## src/rtl/inst_queue.sv

```systemverilog
// inst_queue: circular instruction/PC FIFO between fetch and decoder
module inst_queue #(
    parameter int DEPTH  = 16,
    parameter int PTR_W  = 4,
    parameter int ID_W   = 32,
    parameter int ADDR_W = 32
) (
    input  logic              clk_in,
    input  logic              rst_in,
    input  logic              rdy_in,
    input  logic              if_instqueue_en_in,
    input  logic [ID_W-1:0]   if_instqueue_inst_in,
    input  logic [ADDR_W-1:0] if_instqueue_pc_in,
    output logic              instqueue_if_rdy_out,
    output logic              instqueue_decoder_en_out,
    output logic [ID_W-1:0]   instqueue_decoder_inst_out,
    output logic [ADDR_W-1:0] instqueue_decoder_pc_out,
    input  logic              decoder_instqueue_rdy_in,
    input  logic              decoder_instqueue_clear_in,
    input  logic              rob_instqueue_clear_in
);
    localparam logic [PTR_W:0] FULL = (PTR_W+1)'(DEPTH);

    logic [ID_W-1:0]   inst_mem [DEPTH];
    logic [ADDR_W-1:0] pc_mem   [DEPTH];
    logic [PTR_W-1:0]  head, tail;
    logic [PTR_W:0]    count;
    logic              clear, push, pop;

    assign clear = rob_instqueue_clear_in | decoder_instqueue_clear_in;
    assign push  = if_instqueue_en_in && count < FULL;
    assign pop   = decoder_instqueue_rdy_in && count != '0;
    // Reserve room for the push fetch already has in flight; pops are ignored.
    assign instqueue_if_rdy_out = !rst_in && (count + (PTR_W+1)'(if_instqueue_en_in)) < FULL;

    // Entry storage: written at tail, never cleared
    always_ff @(posedge clk_in) begin
        if (!rst_in && rdy_in && !clear && push) begin
            inst_mem[tail] <= if_instqueue_inst_in;
            pc_mem[tail]   <= if_instqueue_pc_in;
        end
    end

    // Pointers, occupancy and the registered output pair
    always_ff @(posedge clk_in) begin
        if (rst_in) begin
            head                       <= '0;
            tail                       <= '0;
            count                      <= '0;
            instqueue_decoder_en_out   <= 1'b0;
            instqueue_decoder_inst_out <= '0;
            instqueue_decoder_pc_out   <= '0;
        end else if (rdy_in) begin
            if (clear) begin
                head                     <= '0;
                tail                     <= '0;
                count                    <= '0;
                instqueue_decoder_en_out <= 1'b0;
            end else begin
                tail                     <= tail + PTR_W'(push);
                head                     <= head + PTR_W'(pop);
                count                    <= count + (PTR_W+1)'(push) - (PTR_W+1)'(pop);
                instqueue_decoder_en_out <= pop;
                if (pop) begin
                    instqueue_decoder_inst_out <= inst_mem[head];
                    instqueue_decoder_pc_out   <= pc_mem[head];
                end
            end
        end
    end

    overflow_check: assert property (@(posedge clk_in) disable iff (rst_in)
        !(rdy_in && !clear && if_instqueue_en_in && count == FULL));
endmodule

```

## config.mk

```make
export PLATFORM = sky130hd
export DESIGN_NAME = inst_queue
export DESIGN_NICKNAME = d
export VERILOG_FILES = /design/src/rtl/inst_queue.sv
export SDC_FILE = /design/constraint.sdc
export NUM_CORES = 1
export LEC_CHECK = 0
export BUFFER_PORTS_ARGS = -buffer_cell sky130_fd_sc_hd__buf_2
export CORE_MARGIN = 10
export CORE_UTILIZATION = 35
export DETAILED_ROUTE_END_ITERATION = 7
export HOLD_SLACK_MARGIN = 0.05
export PLACE_DENSITY_LB_ADDON = 0.2
export SKIP_CTS_REPAIR_TIMING = 1
export SYNTH_ARGS = -nofsm -noshare
export SYNTH_HDL_FRONTEND = slang
export SYNTH_SLANG_ARGS = --single-unit
```

## constraint.sdc

```tcl
create_clock -name clk_in -period 8.6 [get_ports clk_in]
set_input_delay 0.86 -clock clk_in [delete_from_list [all_inputs] [get_ports clk_in]]
set_output_delay 0.86 -clock clk_in [all_outputs]
set_load 0.01 [all_outputs]
```

==> Word-level counts from Yosys, hierarchy flattened <==
Memories as Yosys holds them, arrays and structs flattened. A register that Yosys moved wholly into a read port is not among the register bits.
Index checks and enable logic that the tools add are counted.
{ "op_classes": {"bitwise_logic": 2, "order_cmp": 2, "n_mux": 6, "n_reduce_logical": 10, "add_sub_neg": 5} }
{ "ops": {"columns": ["cell", "count"], "rows": [
  ["$add 5x1->5", 2],
  ["$lt 5x5->1 const B", 2],
  ["$add 4x1->4", 2],
  ["$mux 4", 2],
  ["$logic_and 1x1->1", 6],
  ["$mux 5", 1],
  ["$reduce_bool 5->1", 1],
  ["$sub 5x1->5", 1],
  ["$mux 1", 3],
  ["$reduce_and 3->1", 1],
  ["$logic_not 1->1", 2],
  ["$not 1->1", 1],
  ["$or 1x1->1", 1]
]} }
{ "word_totals": {"ram_bits": 1024, "register_bits": 14, "output_inout_bits": 66, "n_memories": 2} }
{ "mem_list": {"columns": ["name", "depth", "width", "rd", "rd_clocked_by_memory_dff", "write_ports", "line", "text"], "rows": [
  ["inst_mem", 16, 32, 1, 1, 1, "24", "logic [ID_W-1:0] inst_mem [DEPTH];"],
  ["pc_mem", 16, 32, 1, 1, 1, "25", "logic [ADDR_W-1:0] pc_mem [DEPTH];"]
]} }

==> Depth between registers and ports, before layout <==
Gate-level depths: netlist of run 1.
{ "depth": {"depth_word": 6, "mapped_depth": 14, "mapped_depth_nobuf": 14} }

==> Worst setup path after synthesis of run 1 <==
No wires, ideal clock.
{ "synth_timing": {"path_kind": "input port to flip-flop", "startpoint": "in rdy_in", "endpoint": "mem inst_mem[1][0] (enable)", "setup_slack_ps": 1963, "arrival_time_ps": 6073, "path_buffers": 1, "stages": 6, "required_time_ps": 8035, "setup_time_ps": 565, "path_cell_list": "inv_2 > or3_1 > buf_2 > nor3_2 > nand3b_1 > nor3_1"} }
{ "synth_between": {"elab_chain_len": 5} }
{ "synth_lines": {"columns": ["item", "line", "text"], "rows": [
  ["start, declared", "10", "input logic rdy_in,"],
  ["$logic_and 1x1->1 (3 in a row)", "38", "if (!rst_in && rdy_in && !clear && push) begin"],
  ["$mux 1", "38", null],
  ["$mux 1 (not written as such)", "39", "inst_mem[tail] <= if_instqueue_inst_in;"],
  ["end, declared", "24", null]
]} }
Every way passes these cells.

==> Worst setup path in the final report of run 1 <==
{ "layout_timing": {"startpoint": "in rdy_in", "endpoint": "mem pc_mem[12][11] (enable)"} }
{ "layout_between": {"elab_chain_len": 5} }
{ "layout_lines": {"columns": ["item", "line", "text"], "rows": [
  ["$logic_and 1x1->1 (3 in a row)", "38", null],
  ["$mux 1", "38", null],
  ["$mux 1 (not written as such)", "40", "pc_mem[tail] <= if_instqueue_pc_in;"],
  ["end, declared", "25", null]
]} }
Every way passes these cells.

==> flow_summary.json, run 1 <==
{
  "synth_fp_nets": 1970,
  "clock_sinks": 1102,
  "postSynth.asyncResetShare_pct": 0,
  "pwr-share-seq_pct": 53.7,
  "p_int_mw": 8.78,
  "place_inst": 3495,
  "path_class": "in2reg",
  "ys_seq_area_share_pct": 77.7,
  "synth_ff_type": "edfxtp_1",
  "routed_wl_um": 93700,
  "pin_count": 137,
  "holdPathStages": 1,
  "synth-seq-cells": 1102,
  "crit_required_ps": 8910,
  "p_switching_mw": 2.11,
  "fin_crit_sh_pct": 45.2,
  "max-vdd-ir-drop_uv": 167,
  "swShare_pct": 19.4,
  "antenna_found_initial": 10,
  "synth_top_area_share_pct": 73.9,
  "yosysTopAreaCell": "edfxtp_1",
  "rsz0062_at_grt": "false",
  "gr-total-overflow": 0,
  "routedWlPerCell_um": 25.2,
  "crit_fanout": 39,
  "holdCritPathClass": "reg2reg",
  "postRouteAntennaNets": 0,
  "p_leak_nw": 15.2,
  "slew-limit-headroom_pct": 19.4,
  "synth_cell_types": 39,
  "viasPerCell": 5.14,
  "fin_nets": 2159,
  "r2r_start": "count[4]",
  "cap_violations": 0,
  "clk-insertion-delay-late_ps": 690,
  "reg2reg_depth": 6,
  "cpPeakStageDelay_ps": 810,
  "portBuffers": 136,
  "num_rows": 126,
  "grt_pass1_wl_um": 139000,
  "grt_max_degree": 108,
  "worst_clock_skew_ps": 15.8,
  "critPathLaunch": "rdy_in",
  "die_y_um": 365,
  "synth_cells": 1887,
  "antenna_cells": 0,
  "finalHoldViolCount": 0,
  "ys_warn_count": 0,
  "crit_family": "simple AND/OR/NAND/NOR gates",
  "slew_viol_final": 0,
  "start_util_pct": 35.2,
  "final-setup-viol-count": 0,
  "finalNonFillerCells": 3713,
  "cts_tree": "yes",
  "die_w_um": 365,
  "fmax_mhz": 257,
  "path_clk_slew_ps": 60,
  "synth_edf_count": 1024,
  "fill_cells": 10378,
  "finalPower_mw": 10.9,
  "hpwl_um": 49900,
  "synthesis.area_um2": 41600,
  "drc_errors": 0,
  "cpMaxStageDelayCell": "nor2_4",
  "drt_iter0_drc": 1391,
  "p_per_area_nw_per_um2": 227,
  "comb_power_share_pct": 1.1,
  "crit_arrival_ps": 4200,
  "num_vias": 19099,
  "status": "complete, no violations",
  "cts_root_buffer": "clkbuf_16",
  "crit_path_start_kind": "input pin",
  "dr.pass1.iters": 6,
  "layout_min_cycle_time_ps": 3880,
  "gp_congestion": 0.745,
  "gr-usage-all-layers_pct": 14.0,
  "cts_buffers": 115,
  "synth_area_leaders": "edfxtp_1 74%, mux4_2 14%, dfxtp_1 3.8%, mux2i_1 3.1%, nor2_1 1.4%",
  "r2r-end": "pc_mem[12][11]",
  "worst_slew_pin_slew_ps": 1210,
  "clock_path_buffers": 3,
  "path_buf_inv": 3,
  "htreeDepth": 3,
  "core_um2": 118000,
  "syn-mean-instance-area_um2": 22.0,
  "p_clk_share_pct": 45.1,
  "critPathCapture": "pc_mem[12][11]",
  "area_growth_pct": 15.2,
  "dieArea_um2": 133000,
  "setup_tns_ps": 0,
  "crit_cells": 7,
  "drive_gt1_share_pct": 28.4,
  "critPathCaptureType": "flop",
  "holdWs_ps": 461,
  "crit_chain": "buf_2 > inv_2 > or3_1 > nor3_2 > or3b_1 > nor2_4 > buf_4",
  "rrSetupSlack_ps": 5130,
  "grt_pass1_vias": 20804
}
-- cells in the final DEF, fill, tap and decap left out, types with 2 or more instances in the layout --
cell type and count:
o311a_1 2, mux4_2 256, a211o_1 64, mux2i_1 128, buf_12 3, dfxtp_4 3
edfxtp_1 1024, clkbuf_1 27, a311oi_1 2, xnor2_1 2, clkinv_8 2, inv_1 9
ha_1 11, clkinv_1 25, o21ai_0 3, clkbuf_8 14, a21oi_1 6, nand2b_1 3
inv_6 4, buf_4 32, nand3_1 4, nand3b_1 2, nand2_1 7, buf_2 136
clkbuf_16 115, nor2_4 12, bufinv_16 11, clkinv_2 19, dfxtp_1 75, nor3_2 4
nor2_1 147, a22oi_1 7
-- metal layers --
metal  global-route usage [%]  vias up  wire length [µm]
met1                     18.1    10334             40400
met5                        0        -                61
met3                     2.69      158              3890
met2                     24.1      381             47200
met4                     3.72       10              2180
li1                         -     8216                 -
-- final cells by class --
| type | count | area, µm² | area share, % |
|---|---|---|---|
| timing repair buffer | 171 | 981 | 2.05 |
| clock buffer | 156 | 3170 | 6.62 |
| clock inverter | 62 | 598 | 1.25 |
| inverter | 10 | 37.5 | 0.0783 |
| tap | 1536 | 1920 | 4.01 |
| multi-input combinational | 676 | 8880 | 18.5 |
| sequential | 1102 | 32300 | 67.5 |
-- cells by family (layout without fill, tap and decap cells) --
| family | Yosys count | in the layout | share of synthesized area, % |
|---|---|---|---|
| XOR/XNOR | 3 | 3 | 0.0632 |
| adder cells (fa/ha/maj) | 12 | 12 | 0.379 |
| multiplexers | 384 | 384 | 16.9 |
| buffers and inverters | 109 | 399 | 1.25 |
| AND/OR/NAND/NOR | 190 | 190 | 1.95 |
| AO/OA/AOI/OAI | 87 | 87 | 1.73 |
| flip-flops | 1102 | 1102 | 77.7 |
-- flip-flops by register name (all words and copies together) (netlist names) --
name / cells
instqueue_decoder_inst_out: 32
tail: 4
pc_mem: 512
instqueue_decoder_pc_out: 32
head: 4
instqueue_decoder_en_out: 1
count: 5
inst_mem: 512
-- per-stage QoR --
| step | cell area [µm²] | util (%) | setup WS (ps) |
|---|---|---|---|
| after detailed placement | 44100 | 37.4 | 4000 |
| after floorplan | 41600 | - | 1960 |
| after global placement | 44100 | 37.4 | 4050 |
| after global routing | 47900 | 40.6 | 4620 |
| after CTS | 47900 | 40.6 | 4750 |
| final | 47900 | 40.6 | 4720 |
-- synthesized netlist by cell type, types with 2 or more instances --
cell type	number
nor3_2	2
nand2_1	7
a22oi_1	7
a311oi_1	2
buf_1	24
or3_1	2
nand2b_1	3
a21oi_1	6
nor3_1	3
xnor2_1	2
a211o_1	64
o21ai_0	3
dfxtp_1	78
mux4_2	256
nand3b_1	2
nand3_1	4
ha_1	11
nor2_1	159
clkbuf_1	25
inv_1	9
buf_2	31
o311a_1	2
mux2i_1	128
edfxtp_1	1024
buf_4	19
-- worst min-delay path by stage --
stage,start,to,slack (ps)
2_1_floorplan,instqueue_decoder_en_out,instqueue_decoder_en_out,490
3_3_place_gp,instqueue_decoder_pc_out[0],instqueue_decoder_pc_out[0],440
3_5_place_dp,instqueue_decoder_pc_out[0],instqueue_decoder_pc_out[0],450
4_1_cts,rdy_in,head[3],410
5_1_grt,rdy_in,head[3],450
6_report,instqueue_decoder_inst_out[28],instqueue_decoder_inst_out[28],460
-- power by group through the flow --
stage	clock network, mW	logic, mW	registers (mW)
2_1_floorplan	0	0.0288	5.97
3_3_place_gp	0	0.117	5.97
3_5_place_dp	0	0.126	5.97
4_1_cts	5.05	0.126	5.86
5_1_grt	5.26	0.137	5.85
6_report	4.92	0.122	5.86
No activity file was read; power rests on OpenSTA's default activity.
==> inputs of run 2 (changes only) <==
==> constraint.sdc (replaced) <==
create_clock -name clk_in -period 3.53 [get_ports clk_in]
set_input_delay 0.353 -clock clk_in [delete_from_list [all_inputs] [get_ports clk_in]]
set_output_delay 0.353 -clock clk_in [all_outputs]
set_load 0.01 [all_outputs]
==> run 2 against run 1 <==
Against the previous run:
- register-to-register slack worse by 4800 ps
- flip-flop and latch count unchanged
- first-iteration DRC count up 6.4%
- clock skew up 4.6 ps
- design area up 2.5%
- combinational power rose to 2.9 times the previous value
- cell count up 2.1%
- power up 140%
==> flow_summary.json, run 2 (synthesized netlist as in run 1, its figures left out) <==
{
  "path_clk_slew_ps": 60,
  "die_y_um": 365,
  "rrSetupSlack_ps": 300,
  "slew_viol_final": 0,
  "critPathCapture": "count[4]",
  "clk-insertion-delay-late_ps": 690,
  "die_w_um": 365,
  "hpwl_um": 53700,
  "dr.pass1.iters": 5,
  "postRouteAntennaNets": 0,
  "post-route-util_pct": 41.6,
  "p_per_area_nw_per_um2": 542,
  "clock_sinks": 1102,
  "slew-limit-headroom_pct": 52.5,
  "grt_pass1_vias": 20840,
  "crit_required_ps": 4110,
  "crit_path_start_kind": "flop",
  "r2r-end": "count[4]",
  "cap_violations": 0,
  "path_class": "reg2reg",
  "num_rows": 126,
  "crit_arrival_ps": 3810,
  "finalHoldViolCount": 0,
  "status": "complete, no violations",
  "gr-usage-all-layers_pct": 14.1,
  "grt_pass1_wl_um": 140000,
  "wl_met1_um": 40700,
  "cts_buffers": 116,
  "drt_iter0_drc": 1480,
  "worst_slew_pin_slew_ps": 711,
  "fin_nets": 2235,
  "dieArea_um2": 133000,
  "area_growth_pct": 18.1,
  "dr_wl_met2_um": 47600,
  "gp_congestion": 0.738,
  "critPathCaptureType": "flop",
  "antenna_found_initial": 2,
  "layout_common_cells": "1024 x edfxtp_1, 256 x mux4_2, 147 x nor2_1",
  "fmax_mhz": 310,
  "htreeDepth": 3,
  "pin_count": 137,
  "routedWlPerCell_um": 24.8,
  "route.met3.wl_um": 3590,
  "max-vdd-ir-drop_uv": 430,
  "reg2reg_depth": 14,
  "cts_root_buffer": "clkbuf_16",
  "grt_max_degree": 73,
  "num_vias": 19284,
  "start_util_pct": 35.2,
  "portBuffers": 136,
  "core_um2": 118000,
  "critPathLaunch": "count[3]",
  "dr.max_layer_used": "met5",
  "cts_tree": "yes",
  "gr-total-overflow": 0,
  "finalPower_mw": 26.6,
  "crit_fanout": 5,
  "rsz0062_at_grt": "false",
  "holdWs_ps": 64.3,
  "viasPerCell": 5.09,
  "r2r_start": "count[3]",
  "drc_errors": 0,
  "final-setup-viol-count": 0,
  "routed_wl_um": 94000,
  "fin_crit_sh_pct": 91.4,
  "holdCritPathClass": "in2reg",
  "layout_min_cycle_time_ps": 3230,
  "clock_path_buffers": 3,
  "worst_clock_skew_ps": 20.3,
  "p_leak_nw": 15.6,
  "drive_gt1_share_pct": 28.8,
  "final_common_cell": "edfxtp_1",
  "hp-start": "if_instqueue_inst_in[27]",
  "largest_registers": "inst_mem (512), pc_mem (512)"
}
-- run 2: critical path, stage by stage (launching register included) --
cell     delay [ps]
dfxtp_1         350
inv_1           110
ha_1            140
or4b_1          470
and2_4          220
ha_1            270
inv_1            50
ha_1            160
inv_1            60
fa_1            440
nor2b_1         200
o311a_1         170
a21oi_1          50
and2_1          160
o311a_1         270
-- run 2: power breakdown --
group	leakage [nW]	switching, mW	internal (mW)
sequential	9.83	0.00578	14.3
clock	1.83	4.96	7.02
combinational	3.95	0.249	0.0995
-- run 2: routing by layer --
layer  up-vias  GRT usage [%]
met5         -              0
met4         2           3.80
met3       135           2.39
met2       370           24.2
met1     10390           18.4
li1       8387              -
-- run 2: how the worst min path moves through the flow --
stage / to / slack (ps) / cells past startpoint
4_1_cts: head[3] / -80 / 2
5_1_grt: pc_mem[7][0] / 50 / 1
6_report: inst_mem[1][27] / 60 / 1
3_3_place_gp: instqueue_decoder_pc_out[7] / 440 / 1
3_5_place_dp: instqueue_decoder_pc_out[3] / 450 / 1
2_1_floorplan: inst_mem[0][0] / 450 / 0
-- run 2: final cells by class --
class	instances	area, µm²
flip-flops and latches	1102	32300
repair buffers	246	2140
multi-input cells	676	8900
well taps	1536	1920
clock inverters	57	543
clock buffers	162	3230
inverters	10	37.5
diodes	1	2.50
fillers	10292	69000
-- run 2: through the flow --
step                      instances  TNS (ps)  worst slack [ps]  area, µm²
after floorplan                1887   -652180              -889      41600
after global placement         3525         0               331      44900
after detailed placement       3525         0               318      44900
after CTS                      3744         0               311      48700
after global routing           3789         0               143      49100
final                          3790         0               304      49100
